$ cat src/rtl/bubble_pkg.sv
// bubble_pkg: shared defaults, FSM state encoding and modulo helper for the bubble tracker
package bubble_pkg;
   localparam int LOOP_LEN_DEF = 2053;
   localparam int SHIFT_PERIOD_DEF = 960;
   typedef enum logic [1:0] {ST_IDLE, ST_SHIFTING, ST_STOPPING} state_t;
   function automatic logic [11:0] mod_add(input logic [11:0] a, input logic [11:0] b, input logic [12:0] len);
      logic [12:0] s;
      s = {1'b0, a} + {1'b0, b};
      return (s >= len) ? 12'(s - len) : s[11:0];
   endfunction
endpackage

$ cat src/rtl/bubble_input_sync.sv
// bubble_input_sync: 2-FF synchronizer plus edge register for one async active-low host strobe
module bubble_input_sync (
   input  logic clk,
   input  logic rst,
   input  logic pin_n,
   output logic level_n,
   output logic fall,
   output logic rise
);
   logic [2:0] sr;
   // flops idle high so reset never manufactures an edge
   always_ff @(posedge clk)
      if (rst) sr <= 3'b111;
      else sr <= {sr[1:0], pin_n};
   assign level_n = sr[1];
   assign fall = sr[2] & ~sr[1];
   assign rise = ~sr[2] & sr[1];
endmodule

$ cat src/rtl/bubble_position_tracker.sv
// bubble_position_tracker: tracks minor-loop position of a bubble memory and latches replicate pages
module bubble_position_tracker
   import bubble_pkg::*;
#(
   parameter int SHIFT_PERIOD = SHIFT_PERIOD_DEF,
   parameter int LOOP_LEN = LOOP_LEN_DEF,
   parameter int PAGE_OFFSET = 0
) (
   input  logic        MCLK,
   input  logic        MRST,
   input  logic        nBSEN,
   input  logic        nREPEN,
   input  logic        nBOOTEN,
   output logic [11:0] POSITION,
   output logic [11:0] PAGE,
   output logic        STEP,
   output logic        PAGELOAD,
   output logic        BOOTMODE,
   output logic        SHIFTING,
   output logic        REPERR
);
   localparam int CW = SHIFT_PERIOD > 1 ? $clog2(SHIFT_PERIOD) : 1;
   localparam logic [12:0] LEN = 13'(LOOP_LEN);
   localparam logic [11:0] OFS = 12'(PAGE_OFFSET % LOOP_LEN);
   state_t state, state_nx;
   logic [CW-1:0] cnt;
   logic bsen_level, bsen_fall, bsen_rise;
   logic rep_level, rep_fall, rep_rise;
   logic boot_level, boot_fall, boot_rise;
   logic period_end, rep_act, page_upd;
   logic [11:0] pos_nx;
   logic unused_sync;
   bubble_input_sync u_bsen (.clk(MCLK), .rst(MRST), .pin_n(nBSEN), .level_n(bsen_level), .fall(bsen_fall), .rise(bsen_rise));
   bubble_input_sync u_rep (.clk(MCLK), .rst(MRST), .pin_n(nREPEN), .level_n(rep_level), .fall(rep_fall), .rise(rep_rise));
   bubble_input_sync u_boot (.clk(MCLK), .rst(MRST), .pin_n(nBOOTEN), .level_n(boot_level), .fall(boot_fall), .rise(boot_rise));
   assign unused_sync = ^{bsen_level, rep_level, rep_rise, boot_fall, boot_rise};
   assign SHIFTING = state != ST_IDLE;
   assign period_end = SHIFTING && cnt == CW'(SHIFT_PERIOD - 1);
   assign pos_nx = period_end ? mod_add(POSITION, 12'd1, LEN) : POSITION;
   assign rep_act = rep_fall && SHIFTING;
   // stopping only ends on a period boundary, so no partial step is ever taken
   always_comb begin
      state_nx = state;
      if (state == ST_IDLE && bsen_fall) state_nx = ST_SHIFTING;
      else if (state == ST_SHIFTING && bsen_rise) state_nx = ST_STOPPING;
      else if (state == ST_STOPPING) state_nx = bsen_fall ? ST_SHIFTING : period_end ? ST_IDLE : ST_STOPPING;
   end
   always_ff @(posedge MCLK)
      if (MRST) begin
         state <= ST_IDLE;
         cnt <= '0;
         POSITION <= '0;
         PAGE <= '0;
         STEP <= 1'b0;
         page_upd <= 1'b0;
         PAGELOAD <= 1'b0;
         BOOTMODE <= 1'b0;
         REPERR <= 1'b0;
      end else begin
         state <= state_nx;
         cnt <= (state == ST_IDLE || period_end) ? '0 : cnt + 1'b1;
         POSITION <= pos_nx;
         STEP <= period_end;
         PAGE <= rep_act ? mod_add(pos_nx, OFS, LEN) : PAGE;
         page_upd <= rep_act;
         PAGELOAD <= page_upd;
         BOOTMODE <= (state == ST_IDLE && state_nx == ST_SHIFTING) ? ~boot_level : (state_nx == ST_IDLE) ? 1'b0 : BOOTMODE;
         REPERR <= REPERR | (state == ST_IDLE && rep_fall);
      end
endmodule

$ cat config.mk
export PLATFORM = sky130hd
export DESIGN_NAME = bubble_position_tracker
export DESIGN_NICKNAME = d
export VERILOG_FILES = /design/src/rtl/bubble_pkg.sv /design/src/rtl/bubble_input_sync.sv /design/src/rtl/bubble_position_tracker.sv
export SDC_FILE = /design/constraint.sdc
export NUM_CORES = 1
export LEC_CHECK = 0
export ABC_CLOCK_PERIOD_IN_PS = 5050
export CAP_MARGIN = 20
export CORE_UTILIZATION = 30
export DETAILED_ROUTE_END_ITERATION = 16
export GPL_ROUTABILITY_DRIVEN = 0
export GPL_TIMING_DRIVEN = 0
export PLACE_DENSITY = 0.6
export SYNTH_ARGS = -nofsm -noshare
export SYNTH_HDL_FRONTEND = slang
export SYNTH_SLANG_ARGS = --single-unit
$ cat constraint.sdc
create_clock -name MCLK -period 5.05 [get_ports MCLK]
set_input_delay 1.01 -clock MCLK [delete_from_list [all_inputs] [get_ports MCLK]]
set_output_delay 1.01 -clock MCLK [all_outputs]
set_load 0.005 [all_outputs]
==> summary.md, run 1 <==
| Metric | Value |
|---|---|
| Unrepaired setup endpoints after global routing | no |
| Compound-Gate Fraction of Synth Area | 21.2% |
| Synth unique cells | 73 |
| Static Leak | ~0.0013 uW |
| Syn avg cell area | 8.24 sq um |
| Multiplexer area fraction after synthesis | 2.10% |
| Worst VDD drop | 0.145 mV |
| Clock sink count | 49 |
| Pins Over Slew Limit | 0 |
| Status | finished, final reports clean |
| Vias in the first global route | around 2700 |
| GRT Total Usage | 14.9% |
| Antenna diodes | 0 |
| Root Buffer | clkbuf_8 |
| Max Cap Viol | 0 |
| Register area | 981 sq um |
| Fill cells | 1056 |
| Post-synthesis sequential area ratio | 31.7% |
| # Post-CTS Setup Buffers | 0 |
| Simple-gate share of the synthesized area | 30.4% |
| Layout area overhead | 18.9% |
| Endpoints failing hold | 0 |
| Worst Max-Slew Pin Slew | 0.636 ns |
| Post-Synth XOR/XNOR Area | 6.74% |
| Die area | around 0.011 sq mm |
| Area of the mapped netlist | 0.00310 sq mm |
| Routed len/inst | 14.4 microns |
| Core area | 0.00991 sq mm |
| Maximum clock path buffer count | 2 |
| FFs w/ async S/R, synth | 0% |
| Share of layout cells above drive strength 1 | 13.0% |
| Multi-input logic area | between 0.0015 and 0.002 sq mm |
| Setup-failing EPs final | 0 |
| Critical path type | register to register |
| DRT iter0 DRCs | roughly 130 |
| Total wire length | about 8000 microns |
| Final period util | a little over four fifths |
| Setup TNS | 0 ns |
| Post-synth EDFFs | 0 |
| Synthesized flop and latch total | between 40 and 50 |
| Top_reg_cell synth | dfxtp_1 |
| FP Rows | 36 |
| Cts bufs inserted | 5 |
| Slew headroom | 57.6% |
| Crit path DAT | 4.50 ns |
| Synth warn | 0 |
| # IOs | 34 |
| Clock tree from TritonCTS | yes |
| Setup crit start kind | register |
| Fmax | 0.235 GHz |
| Post-DP HPWL | 6000 microns |
| ANT nets after route | 0 |
| First-pass iteration count of the detailed router | 4 |
| Synthesized-area fraction occupied by adder cells | about 2.0% |
| Worst min-delay path class | register to register |
| Worst hold stages | 1 |
| Largest family of logic cells by synthesized area | simple AND/OR/NAND/NOR gates |
| PD cells | 180 mW/mm^2 |
| Req. time, crit path | approximately 5.3 ns |
| Largest net degree at the start of global routing | 17 |
| Total grt overflow | 0 |
| Synth Instances | 376 |
| Die width | 104 microns |
| Clock Latency Late Sink | between 0.3 and 0.4 ns |
| Worst Reg2Reg Path Length in Cells | 17 |
| Initial antenna violation count | 0 |
| Final Power | around 660 uW |
| DRC Markers | 0 |
| Syn_nets | 386 |
| Setup crit end kind | register |
| Fin crit period | 4.25 ns |
| Die Y | 104 microns |
| Worst Path Max Fanout | 10 |
| Port Buffers | 32 |
| Via count | 2874 |
| Post-layout net count | 425 |
| Number of gates resized after CTS | 0 |
| Initial Util | 31.3% |
| Hold_buf cts | 0 |
| Vias per cell | 5.23 |
| CTS clock-pin slew for the worst setup and hold paths | 0.09 ns |
| H-Tree Depth | 2 |
| First-pass GRT wire length | roughly 13000 microns |
| Clock Skew | ~0.011 ns |
-- worst paths after layout --
path / from / to / slack (ns)
worst max register to register: POSITION[0]$_SDFF_PP0_ / PAGE[1]$_SDFFE_PP0P_ / 0.80
worst min-delay path: u_boot.sr[0]$_SDFF_PP1_ / u_boot.sr[1]$_SDFF_PP1_ / 0.42
worst max-delay path: POSITION[0]$_SDFF_PP0_ / PAGE[1]$_SDFFE_PP0P_ / 0.80
worst min register to register: u_boot.sr[0]$_SDFF_PP1_ / u_boot.sr[1]$_SDFF_PP1_ / 0.42
-- synthesized netlist by cell type, types with 3 or more instances --
| library cell | number | area share, % |
|---|---|---|
| or3_1 | 6 | 1.2 |
| buf_6 | 3 | 1.1 |
| a21oi_2 | 4 | 1.1 |
| and2_1 | 10 | 2.0 |
| and3_1 | 13 | 2.6 |
| inv_1 | 14 | 1.7 |
| nand2_1 | 20 | 2.4 |
| and4_1 | 3 | 0.85 |
| a31oi_1 | 12 | 2.4 |
| xor2_1 | 6 | 1.7 |
| clkbuf_1 | 10 | 1.2 |
| a31o_2 | 3 | 0.85 |
| xnor2_1 | 16 | 4.5 |
| nor2_1 | 48 | 5.8 |
| buf_2 | 5 | 0.81 |
| a21oi_1 | 17 | 2.7 |
| buf_4 | 4 | 0.97 |
| a311oi_1 | 3 | 0.85 |
| nor3_1 | 9 | 1.5 |
| nand3_1 | 26 | 4.2 |
| nor2b_1 | 5 | 1.0 |
| nand4_1 | 9 | 1.8 |
| ha_1 | 5 | 2.0 |
| o211ai_1 | 3 | 0.73 |
| or2_2 | 8 | 1.6 |
| dfxtp_1 | 49 | 32 |
| mux2i_1 | 5 | 1.6 |
| a211o_1 | 3 | 0.85 |
| o21ai_0 | 7 | 1.1 |
-- cell usage in the layout (no fill, tap or decap), types with 2 or more instances in the layout --
master / instances
a211o_1: 3
a21o_1: 2
a21oi_1: 17
a21oi_2: 4
a22oi_1: 2
a311o_1: 2
a311oi_1: 3
a31o_2: 3
a31oi_1: 12
and2_1: 10
and3_1: 13
and4_1: 3
buf_2: 5
buf_4: 4
buf_6: 3
clkbuf_1: 10
clkbuf_8: 6
clkdlybuf4s50_1: 32
dfxtp_1: 49
ha_1: 5
inv_1: 14
mux2i_1: 5
nand2_1: 20
nand2_2: 2
nand3_1: 26
nand4_1: 9
nor2_1: 48
nor2b_1: 5
nor3_1: 9
nor4_1: 2
o211ai_1: 3
o21ai_0: 7
o22ai_1: 2
or2_2: 8
or3_1: 6
xnor2_1: 16
xor2_1: 6
-- critical path, stage by stage (launching register included) --
cell and delay, ns:
dfxtp_1 0.46, ha_1 0.23, buf_2 0.24, nand3_4 0.12, a2111o_1 0.31, a31oi_1 0.28, nand4_2 0.32, nand2_2 0.27
nand2_1 0.09, xnor2_1 0.14, nor2_1 0.05, a21oi_1 0.31, ha_1 0.28, a21oi_1 0.11, o21ai_2 0.30, a21o_1 0.24
mux2_4 0.32, a21oi_2 0.13
-- logic make-up (layout without fill, tap and decap cells) --
logic type | Yosys count | count (layout)
AND/OR/NAND/NOR | 172 | 172
AO/OA/AOI/OAI | 84 | 84
flip-flops | 49 | 49
buffers and inverters | 37 | 77
XOR/XNOR | 23 | 23
multiplexers | 6 | 6
adder cells (fa/ha/maj) | 5 | 5
-- metrics by stage --
step / cells / hold WS (ns) / util [%] / worst slack [ns] / area, sq um
3_3_place_gp: 541 / 0.391 / 36.2 / 0.888 / 3580
5_1_grt: 549 / 0.433 / 37.2 / 0.514 / 3680
4_1_cts: 549 / 0.426 / 37.2 / 0.793 / 3680
3_5_place_dp: 541 / 0.396 / 36.2 / 0.860 / 3580
6_report: 549 / 0.420 / 37.2 / 0.799 / 3680
2_1_floorplan: 376 / 0.389 / - / 1.44 / 3100
-- routing by layer --
metal	wire, microns	vias up	GRT usage (%)
met3	308	10	1.70
li1	-	1441	-
met1	3700	1354	18.9
met5	0	-	0
met2	3790	69	26.2
met4	124	0	4.97
-- where the power goes --
| group | switching (uW) | internal (uW) |
|---|---|---|
| clock network | 137 | 114 |
| logic | 11.5 | 8.36 |
| registers | 1.88 | 390 |
| total | 151 | 513 |
-- layout make-up --
type,count,share of cell area [%]
inverter,15,1.53
clock inverter,2,0.475
clock buffer,6,2.24
multi-input combinational,290,52.5
sequential,49,26.6
buffer,22,3.43
timing repair buffer,32,8.69
tap,133,4.52
-- flip-flops by register name, summed over array words and instances (netlist names) --
signal,cells
PAGELOAD,1
POSITION,12
u_bsen.sr,3
cnt,10
u_boot.sr,2
STEP,1
BOOTMODE,1
page_upd,1
PAGE,12
u_rep.sr,3
REPERR,1
state,2
No activity file was read; power rests on OpenSTA's default activity.
==> run 2, diff against run 1 <==
ABC_CLOCK_PERIOD_IN_PS = 4100   (was 5050)
clock period = 4.1 ns   (was 5.05 ns; I/O delays follow)
==> summary.md, run 2 (synthesis gave the netlist of run 1 again) <==
| Metric | Value |
|---|---|
| CP Launch Point | POSITION[0]$_SDFF_PP0_ |
| Clock tree from TritonCTS | yes |
| Commonest non-fill, non-tap cell in the layout | dfxtp_1 |
| Setup crit end kind | register |
| Layout area overhead | 21.5% |
| Req. time, crit path | 4.35 ns |
| Fmax | 0.254 GHz |
| Reg2reg setup slack | 0.16 ns |
| Die Y | 104 microns |
| Cts bufs inserted | 5 |
| GRT Total Usage | 15.0% |
| Register area | 982 sq um |
| Initial Util | 31.3% |
| Post-layout net count | 430 |
| Hold Path Origin | u_boot.sr[0]$_SDFF_PP1_ |
| PD cells | 217 mW/mm^2 |
| Core area | 0.00991 sq mm |
| RR Endpoint | PAGE[7]$_SDFFE_PP0P_ |
| Initial antenna violation count | 0 |
| Worst min-delay path class | register to register |
| Pins Over Slew Limit | 0 |
| Worst VDD drop | 0.179 mV |
| Global Route met1 Usage | 19.1% |
| Largest net degree at the start of global routing | 17 |
| Share of layout cells above drive strength 1 | 15.9% |
| Via count | 2925 |
| CTS clock-pin slew for the worst setup and hold paths | 0.09 ns |
| Antenna diodes | 0 |
| Largest registers | PAGE x12, POSITION x12, cnt x10 |
| Busiest grt layer | met2 |
| CP Capture Point | PAGE[7]$_SDFFE_PP0P_ |
| Routed len/inst | 14.6 microns |
| Critical path type | register to register |
| Vias per cell | 5.28 |
| Maximum clock path buffer count | 2 |
| Status | finished, final reports clean |
| Dpl cell area | roughly 0.0036 sq mm |
| Total wire length | between 8000 and 9000 microns |
| Worst Max-Slew Pin Slew | 0.775 ns |
| Hold_buf cts | 0 |
| DRC Markers | 0 |
| GRT met3 Usage | 1.70% |
| RR Startpoint | POSITION[0]$_SDFF_PP0_ |
| Total grt overflow | 0 |
| Clock sink count | between 40 and 50 |
| ANT nets after route | 0 |
| # IOs | 34 |
| Max Cap Viol | 0 |
| Final period util | 96.1% |
| Slew headroom | 48.3% |
| Cell area after layout | 0.00376 sq mm |
| Fill cells | 1052 |
| DRT iter0 DRCs | 140 |
| Most frequent cells in the layout | 48 x dfxtp_1, 47 x nor2_1, 32 x clkdlybuf4s50_1 |
| Multi-input logic area | 0.00198 sq mm |
| Clock Skew | 0.0133 ns |
| Crit path DAT | ~4.2 ns |
| First-pass iteration count of the detailed router | 4 |
| First-pass GRT wire length | 13300 microns |
| M2 GR Usage | 26.3% |
| Fin crit period | 3.94 ns |
| Vias in the first global route | 2708 |
| H-Tree Depth | 2 |
| Worst hold stages | 1 |
| Port Buffers | 32 |
| Hold_ws | between 0.4 and 0.5 ns |
| Setup crit start kind | register |
| Clock Latency Late Sink | 0.32 ns |
| Root Buffer | clkbuf_8 |
| Worst Reg2Reg Path Length in Cells | 18 |
| Post-DP HPWL | 6000 microns |
| Die area | 0.0107 sq mm |
| Setup-failing EPs final | 0 |
| Static Leak | 0.00135 uW |
| Worst Path Max Fanout | 10 |
| FP Rows | 36 |
| Endpoints failing hold | 0 |
| Die width | 104 microns |
-- run 2: how the worst min path moves through the flow --
stage | to | slack [ns]
global placement | u_rep.sr[1]$_SDFF_PP1_ | 0.39
finish | u_boot.sr[1]$_SDFF_PP1_ | 0.42
global route | u_boot.sr[1]$_SDFF_PP1_ | 0.43
CTS | u_boot.sr[1]$_SDFF_PP1_ | 0.43
detailed placement | u_rep.sr[1]$_SDFF_PP1_ | 0.40
floorplan | u_boot.sr[1]$_SDFF_PP1_ | 0.39
-- run 2: final cells by class --
| class | count | share of cell area, % |
|---|---|---|
| Buffer | 22 | 3.49 |
| Timing Repair Buffer | 36 | 9.31 |
| Clock inverter | 2 | 0.465 |
| Tap cell | 133 | 4.42 |
| Clock buffer | 6 | 2.19 |
| Sequential cell | 49 | 26.1 |
| Inverter | 15 | 1.50 |
| Multi-Input combinational cell | 291 | 52.5 |
-- run 2: critical path: stages, from the launching register on --
cell	delay, ns
dfxtp_2	0.37
ha_1	0.23
clkbuf_4	0.20
and3_1	0.26
a311oi_2	0.29
o211a_2	0.27
a41o_4	0.28
nand2_2	0.13
nand2_1	0.11
xnor2_1	0.11
nor2_1	0.07
a21oi_2	0.23
ha_2	0.25
a21oi_1	0.10
o21ai_2	0.29
buf_4	0.19
a21oi_4	0.08
a311o_1	0.35
nand3_1	0.07
-- run 2: what timing repair did --
action / CTS / global route
pin swaps: 1 / 4
gates cloned: 0 / 1
endpoints found under the setup margin: 7 / 10
buffers inserted: 1 / 3
gates resized for setup: 1 / 10
-- run 2: power breakdown --
group	internal, uW	switching (uW)
Sequential	481	2.40
Clock	140	169
Combinational	10.4	14.3
-- run 2: metal layers --
layer | part of all wire, % | vias to the layer above
met5 | 0 | -
met4 | 1.9 | 0
met3 | 3.9 | 12
met2 | 48 | 65
met1 | 46 | 1395
li1 | - | 1453
-- run 2: stage by stage --
| step | cells | total power [uW] | worst slack (ns) | TNS, ns | util [%] |
|---|---|---|---|---|---|
| floorplan | 376 | 508 | 0.488 | 0 | - |
| global placement | 541 | 519 | -0.0616 | -0.0616 | 36.2 |
| detailed placement | 541 | 519 | -0.0897 | -0.0897 | 36.2 |
| CTS | 550 | 829 | 0.0341 | 0 | 37.3 |
| global route | 554 | 852 | -0.0186 | -0.0186 | 38.0 |
| finish | 554 | 817 | 0.161 | 0 | 38.0 |
==> run 3, diff against run 2 <==
CORE_ASPECT_RATIO = 2   (was unset)
==> summary.md, run 3 (synthesis gave the netlist of run 1 again) <==
| Metric | Value |
|---|---|
| GRT Total Usage | 17.1% |
| Total grt overflow | 0 |
| Critical path type | register to register |
| Worst VDD drop | 0.342 mV |
| Largest net degree at the start of global routing | 14 |
| Share of layout cells above drive strength 1 | 15.8% |
| PD cells | 240 mW/mm^2 |
| First-pass GRT wire length | 14100 microns |
| Fin crit period | 3.97 ns |
| Setup crit start kind | register |
| FP Rows | 52 |
| Commonest non-fill, non-tap cell in the layout | dfxtp_1 |
| Worst Max-Slew Pin Slew | between 0.7 and 0.8 ns |
| Vias per cell | 5.32 |
| Worst Path Max Fanout | 10 |
| Clock power frac | 44.7% |
| Max Cap Viol | 0 |
| Initial antenna violation count | 0 |
| Initial Util | 30.7% |
| DRC Markers | 0 |
| Antenna diodes | 0 |
| Port Buffers | 32 |
| Highest Signal Layer | met4 |
| DRT iter0 DRCs | 102 |
| Multi-input logic area | 0.00198 sq mm |
| Final period util | between 90% and 100% |
| Slew headroom | a little over half |
| Sequential fraction of design power | 52.5% |
| Fill cells | about 1100 |
| Register area | 981 sq um |
| Die area | 0.0108 sq mm |
| Clock sink count | 49 |
| Vias in the first global route | 2970 |
| Routed len/inst | around 16 microns |
| Clock Skew | roughly 0.007 ns |
| Setup crit end kind | register |
| Via count | slightly below 3000 |
| Met2 WL | 5170 microns |
| Final Power | slightly above 900 uW |
| First-pass iteration count of the detailed router | 4 |
| Switching share of power | roughly a fifth |
| Wire length on met1 | between 2000 and 3000 microns |
| Pins Over Slew Limit | 0 |
| Post-Route Utilization | 38.0% |
| # IOs | 34 |
| Static Leak | 0.00138 uW |
| Met3 wire length | 201 microns |
| Die Y | between 100 and 150 microns |
| Power Internal | 731 uW |
| Die width | 73.9 microns |
| Clock Latency Late Sink | 0.29 ns |
| Largest registers | PAGE x12, POSITION x12, cnt x10 |
| Status | finished, final reports clean |
| Root Buffer | clkbuf_16 |
| Most frequent cells in the layout | 49 x dfxtp_1, 47 x nor2_1, 32 x clkdlybuf4s50_1 |
| Setup-failing EPs final | 0 |
| Combinational power share | 2.8% |
| Worst min-delay path class | register to register |
| Net switching power | between 150 and 200 uW |
| Post-layout net count | 433 |
| ANT nets after route | 0 |
| Hold_buf cts | 0 |
| Total wire length | 8960 microns |
| Post-DP HPWL | approximately 7000 microns |
| Clock tree from TritonCTS | yes |
| Layout area overhead | 23.8% |
| Endpoints failing hold | 0 |
| H-Tree Depth | 2 |
| Core area | 0.0101 sq mm |
| CTS clock-pin slew for the worst setup and hold paths | 0.06 ns |
| Crit path DAT | between 4 and 5 ns |
| Fmax | 0.252 GHz |
| Cts bufs inserted | 5 |
| Maximum clock path buffer count | 2 |
| Req. time, crit path | 4.29 ns |
==> run 3: cell types whose count changed in the layout (fill, tap and decap cells not counted), moves of 2 or more <==
cell / previous run / this run
a31oi_2: 0 / 2
clkbuf_8: 6 / 1
buf_4: 9 / 11
clkbuf_16: 0 / 5
a31oi_1: 12 / 10
==> run 3: metal layers <==
layer	up-vias	track usage, %
met1	1403	14.8
met4	0	12.6
met3	37	1.73
met5	-	0
met2	75	33.5
li1	1454	-
==> run 3: worst paths after layout <==
check | start | to | slack, ns | cells after the start
max | POSITION[0]$_SDFF_PP0_ | PAGE[2]$_SDFFE_PP0P_ | 0.13 | 19
min | u_rep.sr[0]$_SDFF_PP1_ | u_rep.sr[1]$_SDFF_PP1_ | 0.41 | 1
max reg2reg | POSITION[0]$_SDFF_PP0_ | PAGE[2]$_SDFFE_PP0P_ | 0.13 | 19
min reg2reg | u_rep.sr[0]$_SDFF_PP1_ | u_rep.sr[1]$_SDFF_PP1_ | 0.41 | 1
==> run 3: area by class of cell <==
class	instances	area share, %
repair buffers	39	9.72
flip-flops and latches	49	25.6
plain buffers	22	3.36
well taps	135	4.40
inverters	15	1.47
multi-input cells	291	51.7
clock buffers	7	3.72
==> run 3: repair_timing <==
item | in CTS | in global routing
gates cloned | 0 | 1
endpoints found under the hold margin | 0 | 0
resized for setup | 5 | 5
endpoints found under the setup margin | 11 | 9
pin swaps | 2 | 4
setup buffers | 2 | 5
==> run 3: through the flow <==
stage	setup WS [ns]	hold slack (ns)	TNS, ns	area (sq um)	std cells
finish	0.127	0.408	0	3830	558
global route	-0.0181	0.426	-0.0298	3830	558
CTS	0.00641	0.411	0	3770	552
detailed placement	-0.331	0.396	-1.78	3590	543
global placement	-0.252	0.393	-1.05	3590	543
floorplan	0.488	0.389	0	3100	376
==> run 3: power by group through the flow <==
| stage | clock (uW) | combinational [uW] | sequential, uW |
|---|---|---|---|
| 5_1_grt | 434 | 28.8 | 484 |
| 4_1_cts | 422 | 26.0 | 483 |
| 3_3_place_gp | 0 | 25.3 | 494 |
| 3_5_place_dp | 0 | 25.7 | 494 |
| 6_report | 411 | 25.4 | 484 |
| 2_1_floorplan | 0 | 13.9 | 494 |
==> run 3: critical path, stage by stage, from the launching register on <==
cell	delay [ns]
dfxtp_1	0.37
ha_1	0.27
clkbuf_4	0.21
and3_2	0.28
a311oi_1	0.31
o211a_2	0.32
a41o_4	0.31
nand2_4	0.09
nand2_1	0.08
xnor2_1	0.11
nor2_1	0.07
a21oi_2	0.18
ha_1	0.17
inv_1	0.03
a21oi_1	0.22
o21ai_2	0.12
buf_4	0.17
a21oi_2	0.32
nand3_1	0.12
o311ai_1	0.12
